### config.mk
export PLATFORM = sky130hd
export DESIGN_NAME = pipeline_hazard_ctrl
export DESIGN_NICKNAME = d
export VERILOG_FILES = /design/src/rtl/riscv_pipe_pkg.sv /design/src/rtl/dmem_wait_fsm.sv /design/src/rtl/pipeline_hazard_ctrl.sv
export SDC_FILE = /design/constraint.sdc
export NUM_CORES = 1
export LEC_CHECK = 0
export CELL_PAD_IN_SITES_DETAIL_PLACEMENT = 0
export CELL_PAD_IN_SITES_GLOBAL_PLACEMENT = 1
export CORE_ASPECT_RATIO = 0.8
export CORE_MARGIN = 3
export CORE_UTILIZATION = 34
export DETAILED_ROUTE_END_ITERATION = 16
export PLACE_DENSITY_LB_ADDON = 0.1
export SLEW_MARGIN = 20
export SYNTH_ARGS = -nofsm -noshare
export SYNTH_HDL_FRONTEND = slang
export SYNTH_HIERARCHICAL = 1
export SYNTH_SLANG_ARGS = --single-unit
### constraint.sdc
create_clock -name CLK -period 3.7 [get_ports CLK]
set_input_delay 0.37 -clock CLK [delete_from_list [all_inputs] [get_ports CLK]]
set_output_delay 0.37 -clock CLK [all_outputs]
set_load 0.01 [all_outputs]
### src/rtl/riscv_pipe_pkg.sv
// riscv_pipe_pkg: shared types and per-class stage control words for the pipeline hazard controller
package riscv_pipe_pkg;
  typedef enum logic [1:0] {IDLE, GRANT_WAIT, DATA_WAIT} dmem_state_t;
  typedef struct packed {
    logic [4:0] en;
    logic [3:0] clr;
  } stage_ctrl_t;
  localparam stage_ctrl_t C_RESET  = '{en: 5'b00000, clr: 4'b1111};
  localparam stage_ctrl_t C_MEM    = '{en: 5'b00001, clr: 4'b0001};
  localparam stage_ctrl_t C_BR_IW  = '{en: 5'b00011, clr: 4'b0010};
  localparam stage_ctrl_t C_BRANCH = '{en: 5'b11111, clr: 4'b1100};
  localparam stage_ctrl_t C_LOAD   = '{en: 5'b00111, clr: 4'b0100};
  localparam stage_ctrl_t C_IWAIT  = '{en: 5'b01111, clr: 4'b1000};
  localparam stage_ctrl_t C_RUN    = '{en: 5'b11111, clr: 4'b0000};
endpackage

### src/rtl/dmem_wait_fsm.sv
// dmem_wait_fsm: Avalon data-master wait tracking with bus timeout; yields mem_stall, dmem_req_en, timeout_evt
module dmem_wait_fsm
  import riscv_pipe_pkg::*;
#(
  parameter int TIMEOUT_CYCLES = 256
) (
  input  logic CLK,
  input  logic RST,
  input  logic dmem_read,
  input  logic dmem_write,
  input  logic dmem_waitrequest,
  input  logic dmem_readdatavalid,
  output logic mem_stall,
  output logic dmem_req_en,
  output logic timeout_evt
);
  localparam int TW = (TIMEOUT_CYCLES > 2) ? $clog2(TIMEOUT_CYCLES) : 1;
  dmem_state_t r_state;
  dmem_state_t w_next;
  logic [TW-1:0] r_cnt;
  logic w_act;
  assign w_act = r_state == GRANT_WAIT || dmem_read || dmem_write;
  assign timeout_evt = r_state != IDLE && r_cnt == TW'(TIMEOUT_CYCLES - 1);
  assign dmem_req_en = r_state != DATA_WAIT;
  always_comb begin
    mem_stall = timeout_evt ? 1'b0 :
                r_state == DATA_WAIT ? !dmem_readdatavalid :
                w_act && (dmem_waitrequest || dmem_read);
    w_next = timeout_evt ? IDLE :
             r_state == DATA_WAIT ? (dmem_readdatavalid ? IDLE : DATA_WAIT) :
             !w_act ? IDLE :
             dmem_waitrequest ? GRANT_WAIT :
             dmem_read ? DATA_WAIT : IDLE;
  end
  always_ff @(posedge CLK) begin
    r_state <= RST ? IDLE : w_next;
    r_cnt   <= (RST || r_state == IDLE || w_next != r_state) ? '0 : r_cnt + 1'b1;
  end
endmodule

### src/rtl/pipeline_hazard_ctrl.sv
// pipeline_hazard_ctrl: stall/flush priority decode for the 5-stage pipeline plus bus_error and stall counter
module pipeline_hazard_ctrl
  import riscv_pipe_pkg::*;
#(
  parameter int TIMEOUT_CYCLES = 256,
  parameter int CNT_W = 32
) (
  input  logic             CLK,
  input  logic             RST,
  input  logic [4:0]       ID_rs1,
  input  logic [4:0]       ID_rs2,
  input  logic             ID_use_rs2,
  input  logic [4:0]       EX_rd,
  input  logic             EX_MemRead,
  input  logic             EX_branch_taken,
  input  logic             imem_waitrequest,
  input  logic             dmem_read,
  input  logic             dmem_write,
  input  logic             dmem_waitrequest,
  input  logic             dmem_readdatavalid,
  output logic             dmem_req_en,
  output logic             en_PC,
  output logic             en_IFID,
  output logic             en_IDEX,
  output logic             en_EXMEM,
  output logic             en_MEMWB,
  output logic             clr_IFID,
  output logic             clr_IDEX,
  output logic             clr_EXMEM,
  output logic             clr_MEMWB,
  output logic             bus_error,
  output logic [CNT_W-1:0] stall_cycles
);
  logic w_mem_stall;
  logic w_req_en;
  logic w_timeout;
  logic w_load_use;
  stage_ctrl_t w_ctrl;
  logic r_bus_error;
  logic [CNT_W-1:0] r_stall_cycles;
  dmem_wait_fsm #(.TIMEOUT_CYCLES(TIMEOUT_CYCLES)) u_fsm (
    .CLK(CLK),
    .RST(RST),
    .dmem_read(dmem_read),
    .dmem_write(dmem_write),
    .dmem_waitrequest(dmem_waitrequest),
    .dmem_readdatavalid(dmem_readdatavalid),
    .mem_stall(w_mem_stall),
    .dmem_req_en(w_req_en),
    .timeout_evt(w_timeout)
  );
  assign w_load_use = EX_MemRead && EX_rd != 5'd0 &&
                      (EX_rd == ID_rs1 || (ID_use_rs2 && EX_rd == ID_rs2));
  always_comb begin
    w_ctrl = RST ? C_RESET :
             w_mem_stall ? C_MEM :
             (EX_branch_taken && imem_waitrequest) ? C_BR_IW :
             EX_branch_taken ? C_BRANCH :
             w_load_use ? C_LOAD :
             imem_waitrequest ? C_IWAIT : C_RUN;
  end
  assign {en_PC, en_IFID, en_IDEX, en_EXMEM, en_MEMWB} = w_ctrl.en;
  assign {clr_IFID, clr_IDEX, clr_EXMEM, clr_MEMWB} = w_ctrl.clr;
  assign dmem_req_en = w_req_en && !RST;
  assign bus_error = r_bus_error;
  assign stall_cycles = r_stall_cycles;
  always_ff @(posedge CLK) begin
    if (RST) begin
      r_bus_error    <= 1'b0;
      r_stall_cycles <= '0;
    end else begin
      if (w_timeout) r_bus_error <= 1'b1;
      if (!en_PC && r_stall_cycles != '1) r_stall_cycles <= r_stall_cycles + 1'b1;
    end
  end
endmodule

* Word level (Yosys, flattened, before mapping) *
Index checks and enable logic that the tools add are counted.

operators by class
  eq/ne operators = 8
  bitwise operators = 0
  $add $sub $neg = 2
  multipliers = 0
  divide/modulo/power cells = 0
  mux-type cells = 14
  reductions and logical operators = 20
  order comparisons = 0
  shift-type cells = 0

operator list
  cell                   number
  $mux 9                 6
  $add 32x1->32 const B  1
  $ne 32x32->1 const B   1
  $mux 2                 6
  $eq 5x5->1             2
  $add 8x1->8 const B    1
  $eq 8x8->1 const B     1
  $logic_and 1x1->1      8
  $logic_or 1x1->1       6
  $reduce_bool 5->1      1
  $logic_not 1->1        3
  $eq 2x1->1 const B     1
  $eq 2x2->1 const B     1
  $logic_not 2->1        1
  $mux 1                 2
  $ne 2x2->1             1
  $ne 2x2->1 const B     1
  $reduce_bool 2->1      1

word-level totals
  input port bits = 25
  memories kept = 0
  ROM bits = 0
  memory bits (writable) = 0
  bits in latches = 0
  register bits = 43

* Depth between registers and ports, before layout *
  depth after elaboration = 11
  depth in mapped cells = 12
  depth with buffers taken out = 10

* By module *
The synthesis kept the hierarchy.

by module, submodules not included
  module                cells an instance  area each (um2)  instances
  pipeline_hazard_ctrl  240                1881.8           1
  dmem_wait_fsm         59                 515.5            1

* Least setup slack after synthesis *
OpenSTA, ideal clock, no wires.

  path kind = reg-to-reg
  start point = register u_fsm.r_cnt[0]
  end point = register r_stall_cycles[8] (netlist: stall_cycles[8])
  stages on the path, launching flop included = 13
  buffers on the path = 2
  setup slack = 1.083 ns
  arrival = 2.489 ns
  period minus slack after synthesis = 2.617 ns
  cell sequence = dfxtp_1 -> ha_1 -> nand3_1 -> nor2_2 -> o21a_1 -> a211oi_1 -> or2_2 -> clkbuf_1 -> a211oi_4 -> buf_2 -> nor4_1 -> xnor2_1 -> nor2_1

on the way
  word-level cells in the longest chain between the ends = 7

RTL lines
  item                      line                        RTL
  start: declaration        dmem_wait_fsm.sv:20         logic [TW-1:0] r_cnt;
  start signal: assignment  dmem_wait_fsm.sv:37         r_cnt <= (RST || r_state == IDLE || w_next != r_state) ? '0 : r_cnt + 1'b1;
  $eq 8x8->1                dmem_wait_fsm.sv:23         assign timeout_evt = r_state != IDLE && r_cnt == TW'(TIMEOUT_CYCLES - 1);
  $logic_and 1x1->1         dmem_wait_fsm.sv:23
  named net w_timeout       pipeline_hazard_ctrl.sv:36  logic w_timeout;
  $mux 1                    dmem_wait_fsm.sv:26         mem_stall = timeout_evt ? 1'b0 :
  named net w_mem_stall     pipeline_hazard_ctrl.sv:34  logic w_mem_stall;
  $mux 9                    pipeline_hazard_ctrl.sv:56  w_mem_stall ? C_MEM :
  $mux 9                    pipeline_hazard_ctrl.sv:55  w_ctrl = RST ? C_RESET :
  $logic_not 1->1           pipeline_hazard_ctrl.sv:73  if (!en_PC && r_stall_cycles != '1) r_stall_cycles <= r_stall_cycles + 1'b1;
  $logic_and 1x1->1         pipeline_hazard_ctrl.sv:73
  end signal: assignment    pipeline_hazard_ctrl.sv:73
  end: declaration          pipeline_hazard_ctrl.sv:40  logic [CNT_W-1:0] r_stall_cycles;

The timed path passes the listed nets, and every way through them passes these cells.
A chain may end at the register's enable or synchronous reset.

* Final worst setup path *
  start point = register u_fsm.r_cnt[0]
  end point = output port en_IFID

on the way
  word-level cells in the longest chain between the ends = 5

RTL lines
  item                   line                        RTL
  $eq 8x8->1             dmem_wait_fsm.sv:23
  $logic_and 1x1->1      dmem_wait_fsm.sv:23
  named net w_timeout    pipeline_hazard_ctrl.sv:36
  $mux 1                 dmem_wait_fsm.sv:26
  named net w_mem_stall  pipeline_hazard_ctrl.sv:34
  $mux 9                 pipeline_hazard_ctrl.sv:56
  $mux 9                 pipeline_hazard_ctrl.sv:55
  end: declaration       pipeline_hazard_ctrl.sv:23  output logic en_IFID,

The timed path passes the listed nets, and every way through them passes these cells.

==> results.md <==
- Yosys reg bits: 43
- Hold WS: 0.478 ns
- RSZ-0062 raised after global routing: no
- Die height: 81.1 um
- # port buffers: 67
- Gp weighted congestion: 0.785
- Share of cells above drive strength 1: 7.97%
- Post-synthesis sequential area ratio: approximately 36%
- Worst VDD drop: approximately 0.16 mV
- Worst path cell trace: ha_1, nand3_1, nor2_2, o21a_1, a211oi_1, or2_2, a21oi_1, nor2b_1, clkdlybuf4s50_1
- Crit path buffers/inverters: 1
- Pwr dens: 282 nW/um^2
- Clock tree buffer depth: 2
- Synth Instances: around 300
- Util after Layout: between 40% and 50%
- Switching pwr: approximately 240 uW
- Global Route Usage Sum: 15.5%
- Clock latency on the worst-skew pair: 0.30 ns
- Die ar.: 8100 um^2
- Mapped Area: 2400 um^2
- Remaining antenna violation count: 0
- Cts repair resizes: 0
- Post-synth top area share: between 30% and 40%
- Vias after detailed routing: 2263
- DRT Pass-1 Iters: 4
- Final number of max-transition violations: 0
- WP data arrival: 2.95 ns
- Biggest area consumer among synthesized cells: dfxtp_1
- Leakage power total: 0.00103 uW
- Layout area overhead: 34.7%
- Nature of the critical path startpoint: flip-flop
- Root buffer cell: clkbuf_8
- F_max: 0.301 GHz
- Setup Viol. Count Final: 0
- Critical path class: reg -> out
- Core area: roughly 6600 um^2
- CTS Sinks: 43
- DR iter-0 viols: roughly 110
- Final worst slack: 0.376 ns
- Layout Skew: 0.00540 ns
- CTS buffer count: 5
- DP Worst Slack: 0.637 ns
- Sw Ratio: a little over a quarter
- Vias/cell: 5.05
- Logic pwr share: 13.2%
- Reg2Reg Setup Slack: 0.71 ns
- Global route overflow: 0
- Post-Syn Area per Cell: 8.02 um^2
- Post-layout net count: 390
- Clock transition at path regs: 0.09 ns
- Num rows: 26
- H-tree Lvls: 2
- First-pass GRT wire length: 10000 um
- Seq pwr share: 52.3%
- Worst path max stage delay: between 0.5 and 0.6 ns
- Via count of the first global-routing pass: 2098
- Drt drc: 0
- CTS tree: done
- Final period util: 89.8%
- Min Tclk post-route: 3.32 ns
- Most frequent cells in the layout: clkdlybuf4s50_1, nor2_1, dfxtp_1, xnor2_1, nand2_1
- Async SR Flop Fraction: 0%
- Die width: 99.9 um
- Synth Net Count: 326
- Largest net degree at the start of global routing: 37
- Max_cap viols: 0
- Ant diodes: 0
- Area contributors post-synth: dfxtp_1, xnor2_1, nor2_1, nand4_1, nand3_1
- Number of synthesized flops with an enable pin: 0
- Crit path max-delay cell type: clkdlybuf4s50_1
- Nature of the critical path endpoint: output port
- Final setup TNS: 0 ns
- Crit path required time: 3.33 ns
- Status: finished clean
- I/O pins: between 60 and 70
- Yosys cell types: 49
- Slew HR: between 50 and 60%
- Worst slew pin tran: 0.650 ns
- Clk network pwr share: 34.6%
- Final WL: 6030 um
- Hold Vio Cnt, Final: 0
- Most common cell after layout, fill and taps aside: clkdlybuf4s50_1
- Crit-path max FO: 5
- Post-detail-place hpwl: around 4500 um
- Cts hold-fix bufs: 0
- Initial antenna violation count: 0
- Top_reg_cell synth: dfxtp_1
- Avg WL per Cell: 13.5 um
- Cell internal pwr: 669 uW
- Synth warn: 6
- Setup bufs post-CTS: 0
- Min-Delay Path Class: reg -> reg
- Initial Util: 36.3%
- Worst path top cell family by delay: simple AND/OR/NAND/NOR gates
-- metrics by stage --
step,cells,area [um^2],power [uW]
detailed placement,440,3140,608
floorplan,299,2400,544
global placement,440,3140,609
finish,448,3230,910
global route,448,3230,956
CTS,448,3230,925
-- path summary, 6_finish.rpt --
check                       startpoint                            end  depth (start not counted)
min reg2reg     bus_error$_SDFFE_PP0P_         bus_error$_SDFFE_PP0P_                          2
min             bus_error$_SDFFE_PP0P_         bus_error$_SDFFE_PP0P_                          2
max          u_fsm/r_cnt[0]$_SDFF_PP0_                        en_IFID                          9
max reg2reg  u_fsm/r_cnt[0]$_SDFF_PP0_  stall_cycles[31]$_SDFFE_PP0P_                         11
-- cell usage after synthesis, drive strengths merged (8+ instances only) --
master / n
a21oi: 10
clkbuf: 9
dfxtp: 43
inv: 9
nand2: 19
nand3: 15
nand4: 14
nor2: 50
nor2b: 8
nor3: 19
o21ai: 8
xnor2: 37
-- tightest hold or removal path: cells and delay by family (launching register included) --
| family | cells | cell delay (ns) |
|---|---|---|
| AND/OR/NAND/NOR | 2 | 0.12 |
| flip-flops | 1 | 0.34 |
-- layout make-up --
cell class / instances / area [um^2]
timing repair buffer: 70 / 693
clock buffer: 5 / 68.8
tap: 84 / 105
sequential: 43 / 861
fill: 650 / 3370
clock inverter: 3 / 23.8
inverter: 9 / 33.8
multi-input combinational: 234 / 1440
-- cells by family (layout without fill, tap and decap cells) --
logic type / Yosys count / after routing / synth area share (%)
adders and majority gates: 2 / 2 / 1.04
DFF: 43 / 43 / 35.9
and+or+nand+nor: 161 / 161 / 35.3
AOI/OAI and AO/OA: 31 / 31 / 9.13
xor gates and xnor gates: 38 / 38 / 13.9
muxes: 2 / 2 / 0.887
buffers and inverters: 22 / 87 / 3.86
-- power by group through the flow --
stage | sequential, uW | clock (uW) | combinational, uW
6_report | 476 | 315 | 120
5_1_grt | 478 | 346 | 133
4_1_cts | 476 | 327 | 122
3_5_place_dp | 487 | 0 | 121
3_3_place_gp | 487 | 0 | 122
2_1_floorplan | 487 | 0 | 56.8
-- registers in the layout, indices dropped and copies added, names as in the netlist --
register	count
u_fsm/r_cnt	8
u_fsm/r_state	2
bus_error	1
stall_cycles	32
-- per-layer routing --
| metal | track usage, % | share of wire, % |
|---|---|---|
| met5 | 0 | 0 |
| met3 | 4.12 | 5.7 |
| met1 | 21.6 | 51 |
| met4 | 4.50 | 0.63 |
| met2 | 23.4 | 42 |
Note: power is estimated with default switching activity, not from simulation.
